$ cat config.mk
export PLATFORM = sky130hd
export DESIGN_NAME = btb_update_ctrl
export DESIGN_NICKNAME = d
export VERILOG_FILES = /design/src/rtl/btb_update_ctrl_pkg.sv /design/src/rtl/btb_update_ctrl_plru_tree.sv /design/src/rtl/btb_update_ctrl.sv
export SDC_FILE = /design/constraint.sdc
export NUM_CORES = 1
export LEC_CHECK = 0
export CAP_MARGIN = 20
export CORE_ASPECT_RATIO = 0.8
export CORE_UTILIZATION = 30
export CTS_BUF_LIST = sky130_fd_sc_hd__clkbuf_4 sky130_fd_sc_hd__clkbuf_8 sky130_fd_sc_hd__clkbuf_16
export CTS_CLUSTER_DIAMETER = 60
export DETAILED_ROUTE_END_ITERATION = 7
export PLACE_DENSITY = 0.54
export SETUP_SLACK_MARGIN = 0.4
export SYNTH_ARGS = -nofsm -noshare
export SYNTH_HDL_FRONTEND = slang
export SYNTH_SLANG_ARGS = --single-unit
export TNS_END_PERCENT = 1
$ cat constraint.sdc
create_clock -name clk -period 9.5 [get_ports clk]
set_input_delay 1.425 -clock clk [delete_from_list [all_inputs] [get_ports clk]]
set_output_delay 1.425 -clock clk [all_outputs]
set_load 0.05 [all_outputs]
$ cat src/rtl/btb_update_ctrl_pkg.sv
// Shared types and helpers for the BTB update scheduler: FSM encoding,
// queued-update layout and a priority encoder used for way selection.
package btb_update_ctrl_pkg;

  localparam int BTB_WAY    = 8;
  localparam int BTB_UPD_WD = 65;

  typedef enum logic [1:0] {
    ST_IDLE  = 2'd0,
    ST_PROBE = 2'd1,
    ST_WRITE = 2'd2,
    ST_SWEEP = 2'd3
  } btb_state_e;

  typedef struct packed {
    logic        taken;
    logic [31:0] pc;
    logic [31:0] target;
  } btb_upd_t;

  // Index of the lowest set bit; 0 when the vector is empty.
  function automatic logic [4:0] lowest_set_idx(input logic [31:0] vec);
    logic [4:0] idx;
    idx = 5'd0;
    for (int i = 31; i >= 0; i--) begin
      if (vec[i]) begin
        idx = 5'(i);
      end else begin
        idx = idx;
      end
    end
    return idx;
  endfunction

endpackage

$ cat src/rtl/btb_update_ctrl_plru_tree.sv
// Tree pseudo-LRU replacement state for a fully associative BTB.
// Node i has children 2i+1 (left, bit=0) and 2i+2 (right, bit=1).
module plru_tree #(
  parameter int NWAY = 8
) (
  input  logic                    clk,
  input  logic                    rst,
  input  logic                    clr,
  input  logic                    touch_en,
  input  logic [$clog2(NWAY)-1:0] touch_way,
  output logic [$clog2(NWAY)-1:0] victim_way
);

  localparam int WAYW = $clog2(NWAY);
  localparam logic [WAYW:0] LEAF_BASE = (WAYW+1)'(NWAY - 1);
  localparam logic [WAYW:0] ONE       = (WAYW+1)'(1);
  localparam logic [WAYW:0] TWO       = (WAYW+1)'(2);

  logic [NWAY-2:0] bits_q;
  logic [NWAY-2:0] bits_d;

  // Victim walk from the root down to a leaf
  always_comb begin : victim_walk
    logic [WAYW:0] node;
    node = '0;
    for (int l = 0; l < WAYW; l++) begin
      if (bits_q[node[WAYW-1:0]]) begin
        node = {node[WAYW-1:0], 1'b0} + TWO;
      end else begin
        node = {node[WAYW-1:0], 1'b0} + ONE;
      end
    end
    victim_way = WAYW'(node - LEAF_BASE);
  end

  // Touch: every node on the leaf's path points away from it (a left child sets its parent to 1)
  always_comb begin : touch_update
    logic [WAYW:0]   node;
    logic [WAYW-1:0] pidx;
    bits_d = bits_q;
    node   = {1'b0, touch_way} + LEAF_BASE;
    pidx   = '0;
    if (clr) begin
      bits_d = '0;
    end else if (touch_en) begin
      for (int l = 0; l < WAYW; l++) begin
        pidx         = WAYW'((node - ONE) >> 1);
        bits_d[pidx] = node[0];
        node         = {1'b0, pidx};
      end
    end else begin
      bits_d = bits_q;
    end
  end

  // Replacement state register
  always_ff @(posedge clk) begin
    if (rst) begin
      bits_q <= '0;
    end else begin
      bits_q <= bits_d;
    end
  end

endmodule

$ cat src/rtl/btb_update_ctrl.sv
// BTB write-port scheduler: queues resolved branches, probes for an existing
// entry, picks hit-way or PLRU victim, and sequences full invalidate sweeps.
module btb_update_ctrl
  import btb_update_ctrl_pkg::*;
#(
  parameter int NWAY   = BTB_WAY,
  parameter int QDEPTH = 4
) (
  input  logic                    clk,
  input  logic                    rst,
  input  logic                    upd_valid,
  input  logic [31:0]             upd_pc,
  input  logic [31:0]             upd_target,
  input  logic                    upd_taken,
  output logic                    upd_ready,
  input  logic                    inval_all,
  input  logic [NWAY-1:0]         lookup_hit_way,
  output logic [31:0]             probe_pc,
  input  logic [NWAY-1:0]         probe_hit_way,
  output logic                    btb_we,
  output logic [$clog2(NWAY)-1:0] btb_way,
  output logic [31:0]             btb_pc,
  output logic [31:0]             btb_target,
  output logic                    btb_vbit,
  output logic                    busy
);

  localparam int WAYW = $clog2(NWAY);
  localparam int PTRW = $clog2(QDEPTH);
  localparam logic [PTRW:0]   Q_FULL   = (PTRW+1)'(QDEPTH);
  localparam logic [PTRW:0]   CNT_ONE  = (PTRW+1)'(1);
  localparam logic [PTRW-1:0] PTR_ONE  = PTRW'(1);
  localparam logic [WAYW-1:0] LAST_WAY = WAYW'(NWAY - 1);
  localparam logic [WAYW-1:0] WAY_ONE  = WAYW'(1);

  btb_state_e            state_q, state_d;
  logic [BTB_UPD_WD-1:0] queue_q [QDEPTH];
  logic [PTRW-1:0]       wr_ptr_q, wr_ptr_d;
  logic [PTRW-1:0]       rd_ptr_q, rd_ptr_d;
  logic [PTRW:0]         count_q, count_d;
  logic                  sweep_pend_q, sweep_pend_d;
  logic [WAYW-1:0]       sweep_cnt_q, sweep_cnt_d;
  logic [WAYW-1:0]       way_sel_q, way_sel_d;

  btb_upd_t        head_s;
  logic            push_s, pop_s;
  logic            sweep_req_s, sweep_start_s;
  logic            probe_hit_s;
  logic [WAYW-1:0] probe_idx_s, lookup_idx_s, victim_s, touch_way_s;
  logic            touch_en_s, plru_clr_s;

  assign head_s       = btb_upd_t'(queue_q[rd_ptr_q]);
  assign upd_ready    = (count_q != Q_FULL);
  assign push_s       = upd_valid & upd_ready;
  assign probe_hit_s  = |probe_hit_way;
  assign probe_idx_s  = WAYW'(lowest_set_idx(32'(probe_hit_way)));
  assign lookup_idx_s = WAYW'(lowest_set_idx(32'(lookup_hit_way)));
  assign sweep_req_s  = sweep_pend_q | inval_all;
  assign busy         = (count_q != '0) | (state_q != ST_IDLE) | sweep_pend_q;

  // FSM next state, way selection and BTB port outputs
  always_comb begin
    state_d       = state_q;
    way_sel_d     = way_sel_q;
    sweep_cnt_d   = sweep_cnt_q;
    pop_s         = 1'b0;
    sweep_start_s = 1'b0;
    plru_clr_s    = 1'b0;
    probe_pc      = 32'h0;
    btb_we        = 1'b0;
    btb_way       = '0;
    btb_pc        = 32'h0;
    btb_target    = 32'h0;
    btb_vbit      = 1'b0;
    case (state_q)
      ST_IDLE: begin
        if (sweep_req_s) begin
          state_d       = ST_SWEEP;
          sweep_cnt_d   = '0;
          sweep_start_s = 1'b1;
        end else if ((count_q != '0) || push_s) begin
          // a push into an empty queue is visible at the head next cycle
          state_d = ST_PROBE;
        end else begin
          state_d = ST_IDLE;
        end
      end
      ST_PROBE: begin
        probe_pc  = head_s.pc;
        way_sel_d = probe_hit_s ? probe_idx_s : victim_s;
        if (!probe_hit_s && !head_s.taken) begin
          pop_s   = 1'b1;
          state_d = ST_IDLE;
        end else begin
          state_d = ST_WRITE;
        end
      end
      ST_WRITE: begin
        btb_we     = 1'b1;
        btb_way    = way_sel_q;
        btb_pc     = head_s.pc;
        btb_target = head_s.target;
        btb_vbit   = head_s.taken;
        pop_s      = 1'b1;
        if (sweep_req_s) begin
          state_d       = ST_SWEEP;
          sweep_cnt_d   = '0;
          sweep_start_s = 1'b1;
        end else if ((count_q > CNT_ONE) || push_s) begin
          state_d = ST_PROBE;
        end else begin
          state_d = ST_IDLE;
        end
      end
      ST_SWEEP: begin
        btb_we  = 1'b1;
        btb_way = sweep_cnt_q;
        if (sweep_cnt_q == LAST_WAY) begin
          state_d     = ST_IDLE;
          sweep_cnt_d = '0;
          plru_clr_s  = 1'b1;
        end else begin
          state_d     = ST_SWEEP;
          sweep_cnt_d = sweep_cnt_q + WAY_ONE;
        end
      end
      default: begin
        state_d = ST_IDLE;
      end
    endcase
  end

  // Starting a sweep consumes the request; one arriving mid-sweep re-arms another
  always_comb begin
    if (sweep_start_s) begin
      sweep_pend_d = 1'b0;
    end else begin
      sweep_pend_d = sweep_pend_q | inval_all;
    end
  end

  // Queue pointer and occupancy update
  always_comb begin
    wr_ptr_d = push_s ? (wr_ptr_q + PTR_ONE) : wr_ptr_q;
    rd_ptr_d = pop_s ? (rd_ptr_q + PTR_ONE) : rd_ptr_q;
    case ({push_s, pop_s})
      2'b10:   count_d = count_q + CNT_ONE;
      2'b01:   count_d = count_q - CNT_ONE;
      default: count_d = count_q;
    endcase
  end

  // PLRU touch source: a valid write beats a fetch-side hit; sweeps never touch
  always_comb begin
    if ((state_q == ST_WRITE) && head_s.taken) begin
      touch_en_s  = 1'b1;
      touch_way_s = way_sel_q;
    end else if ((state_q != ST_SWEEP) && (|lookup_hit_way)) begin
      touch_en_s  = 1'b1;
      touch_way_s = lookup_idx_s;
    end else begin
      touch_en_s  = 1'b0;
      touch_way_s = '0;
    end
  end

  plru_tree #(
    .NWAY(NWAY)
  ) u_plru (
    .clk       (clk),
    .rst       (rst),
    .clr       (plru_clr_s),
    .touch_en  (touch_en_s),
    .touch_way (touch_way_s),
    .victim_way(victim_s)
  );

  // Control state registers
  always_ff @(posedge clk) begin
    if (rst) begin
      state_q      <= ST_IDLE;
      wr_ptr_q     <= '0;
      rd_ptr_q     <= '0;
      count_q      <= '0;
      sweep_pend_q <= 1'b0;
      sweep_cnt_q  <= '0;
      way_sel_q    <= '0;
    end else begin
      state_q      <= state_d;
      wr_ptr_q     <= wr_ptr_d;
      rd_ptr_q     <= rd_ptr_d;
      count_q      <= count_d;
      sweep_pend_q <= sweep_pend_d;
      sweep_cnt_q  <= sweep_cnt_d;
      way_sel_q    <= way_sel_d;
    end
  end

  // Update queue storage
  always_ff @(posedge clk) begin
    if (rst) begin
      for (int i = 0; i < QDEPTH; i++) begin
        queue_q[i] <= '0;
      end
    end else if (push_s) begin
      queue_q[wr_ptr_q] <= {upd_taken, upd_pc, upd_target};
    end else begin
      queue_q[wr_ptr_q] <= queue_q[wr_ptr_q];
    end
  end

endmodule
==> metrics.txt <==
status=finished, final reports clean; sequential-to-total area share from yosys stat=63.0%; Slew headroom=28.6%; Core ar.=43200 sq um; Core Util, Final=38.7%; r2r setup slk=5830 ps; Async S/R FF share, synth=0%; post-route insts no fill=1769; worst-margin pin slew=1070 ps; Tcrit/Tclk final=a little over half; row cnt=68; Max rail drop VDD=0.149 mV; leak pwr=6.29 nW; EDFF count, synth=260; final setup skew=approximately 28 ps; cts repair resizes=0; # IOs=188; P per Cell Area=213 nW/um^2; synthesis-stage register bit count=between 200 and 300; FF+latch area=8320 sq um; drt via density=about 4.7; clk slew on worst S/H paths=60 ps; CTS buffer count=31; Fill cells=4148; cell total after placement=1710; CTS Sinks=285; Setup Buffers After CTS=0; Critical Path RT=8080 ps; starting density of the core=between 30% and 40%; synth-to-layout area growth=26.9%; Max-Cap Viols=0; fin crit period=5070 ps; max-slew violations=0; die area=between 40000 and 50000 sq um; Worst Path Arrival=3650 ps; critical path peak fanout=39; vias in the first global route=8423; commonest non-fill, non-tap cell in the layout=edfxtp_1; WL per Instance=roughly 19 um; final setup vio count=0; Most used DFF post-synth=edfxtp_1; Final nets=1288; Hold Slack=461 ps; Crit Path Class=flop to primary output; multi-input logic area=4420 sq um; Unique masters post-synth=48; CP Launch Type=flop; Routed WL=33200 um; syn_nets=1112; Die Y=around 190 um; most frequent cells in the layout=260 x edfxtp_1, 187 x clkdlybuf4s50_1, 161 x and2_1; Root Driver=clkbuf_16; hold crit path type=flop to flop; initial antenna violation count=4; die extent in x=236 um; Placer Congestion=about 0.73; Routed Antenna Nets=0; CTS tree=yes; unrepaired setup endpoints after global routing=false; CTS Hold Buffers Added=0; clk buf depth=3; number of remaining DRC errors=0; drt first pass iters=5; largest net degree at the start of global routing=67; via count=8259; total negative slack=0 ps; fmax=approximately 200 MHz; port bufs=about 190; H-tree depth=1; DPL Wire Length=19000 um; Worst-Skew Late Latency=between 500 and 600 ps; global-route wire length before repair=50800 um; Post-Syn Instances=1008; total grt overflow=0; DRT iter0 DRCs=605; share of cells above drive strength 1=12.3%; All-Layer GR Usage=14.8%; Crit. End Element=primary output; Final Hold Viols=0; hold_sp=u_plru.bits_q[4]; synthesized area=13200 sq um; Syn. warnings=0; syn_area_per_cell=13.1 sq um
[sequential cells by signal (all words and copies together), names as in the netlist, named ones only]
| signal | cells |
|---|---|
| rd_ptr_q | 2 |
| state_q | 2 |
| u_plru.bits_q | 7 |
| queue_q | 260 |
| sweep_pend_q | 1 |
| way_sel_q | 3 |
| sweep_cnt_q | 3 |
| count_q | 3 |
| wr_ptr_q | 2 |
[worst max-delay path, cell delays in order, from the launching register on]
cell             delay, ps
dfxtp_4                740
buf_4                  740
mux4_2                 590
and2_1                 220
clkdlybuf4s50_1        720
[synthesized netlist by cell type, types with 3 or more instances]
master / count / area [sq um]
edfxtp_1: 260 / 7810
and2_1: 161 / 1010
nor2_1: 155 / 582
nand2_1: 80 / 300
inv_1: 77 / 289
mux4_2: 65 / 1460
clkbuf_1: 42 / 158
dfxtp_1: 25 / 500
ha_1: 19 / 238
a21oi_1: 16 / 80.1
o21ai_0: 9 / 45.0
buf_1: 8 / 30.0
buf_2: 8 / 40.0
nand2b_1: 7 / 43.8
a211oi_1: 6 / 45.0
nand3_1: 6 / 30.0
mux2i_1: 4 / 40.0
nor4_1: 4 / 25.0
o21bai_1: 4 / 30.0
xor2_1: 4 / 35.0
a22o_1: 3 / 26.3
nor2b_1: 3 / 18.8
nor3_1: 3 / 15.0
or2_2: 3 / 18.8
xnor2_1: 3 / 26.3
[stage by stage]
stage	total power, mW	setup WS [ps]	cell area, sq um
4_1_cts	3.61	4270	16700
2_1_floorplan	2.11	4280	13200
5_1_grt	3.72	4140	16700
3_3_place_gp	2.41	4770	15700
6_report	3.56	4430	16700
3_5_place_dp	2.41	4730	15700
[per-layer routing]
| metal | track usage (%) | wire length [um] | up-vias |
|---|---|---|---|
| li1 | - | - | 3893 |
| met1 | 20.9 | 15600 | 4130 |
| met2 | 24.0 | 15400 | 196 |
| met3 | 3.08 | 1790 | 36 |
| met4 | 2.35 | 423 | 4 |
| met5 | 0 | 27 | - |
[path summary, 6_finish.rpt]
check                     endpoint  depth (start not counted)
hold / removal    u_plru.bits_q[4]                          2
setup reg to reg        count_q[2]                          7
hold reg to reg   u_plru.bits_q[4]                          2
setup / recovery    btb_target[30]                          4
[where the power goes]
part           internal, mW  leakage, nW  switching, mW
Clock                 0.694        0.493          0.498
Combinational         0.316         2.88          0.523
Sequential             1.48         2.91         0.0514
Total                  2.49         6.29           1.07
[area by class of cell]
cell class,count,area share (%)
clock inverter,21,1.14
sequential,285,49.7
inverter,78,1.75
multi-input combinational,587,26.4
tap,560,4.19
timing repair buffer,201,11.9
clock buffer,36,4.86
antenna,1,0.0150
[cells by family after synthesis]
family	share of synthesized area (%)
compound gates	2.99
simple gates	16.1
flops	63.0
mux	11.7
fa+ha+maj	1.80
buf+inv	3.95
xor+xnor	0.465
No activity file was read; power rests on OpenSTA's default activity.
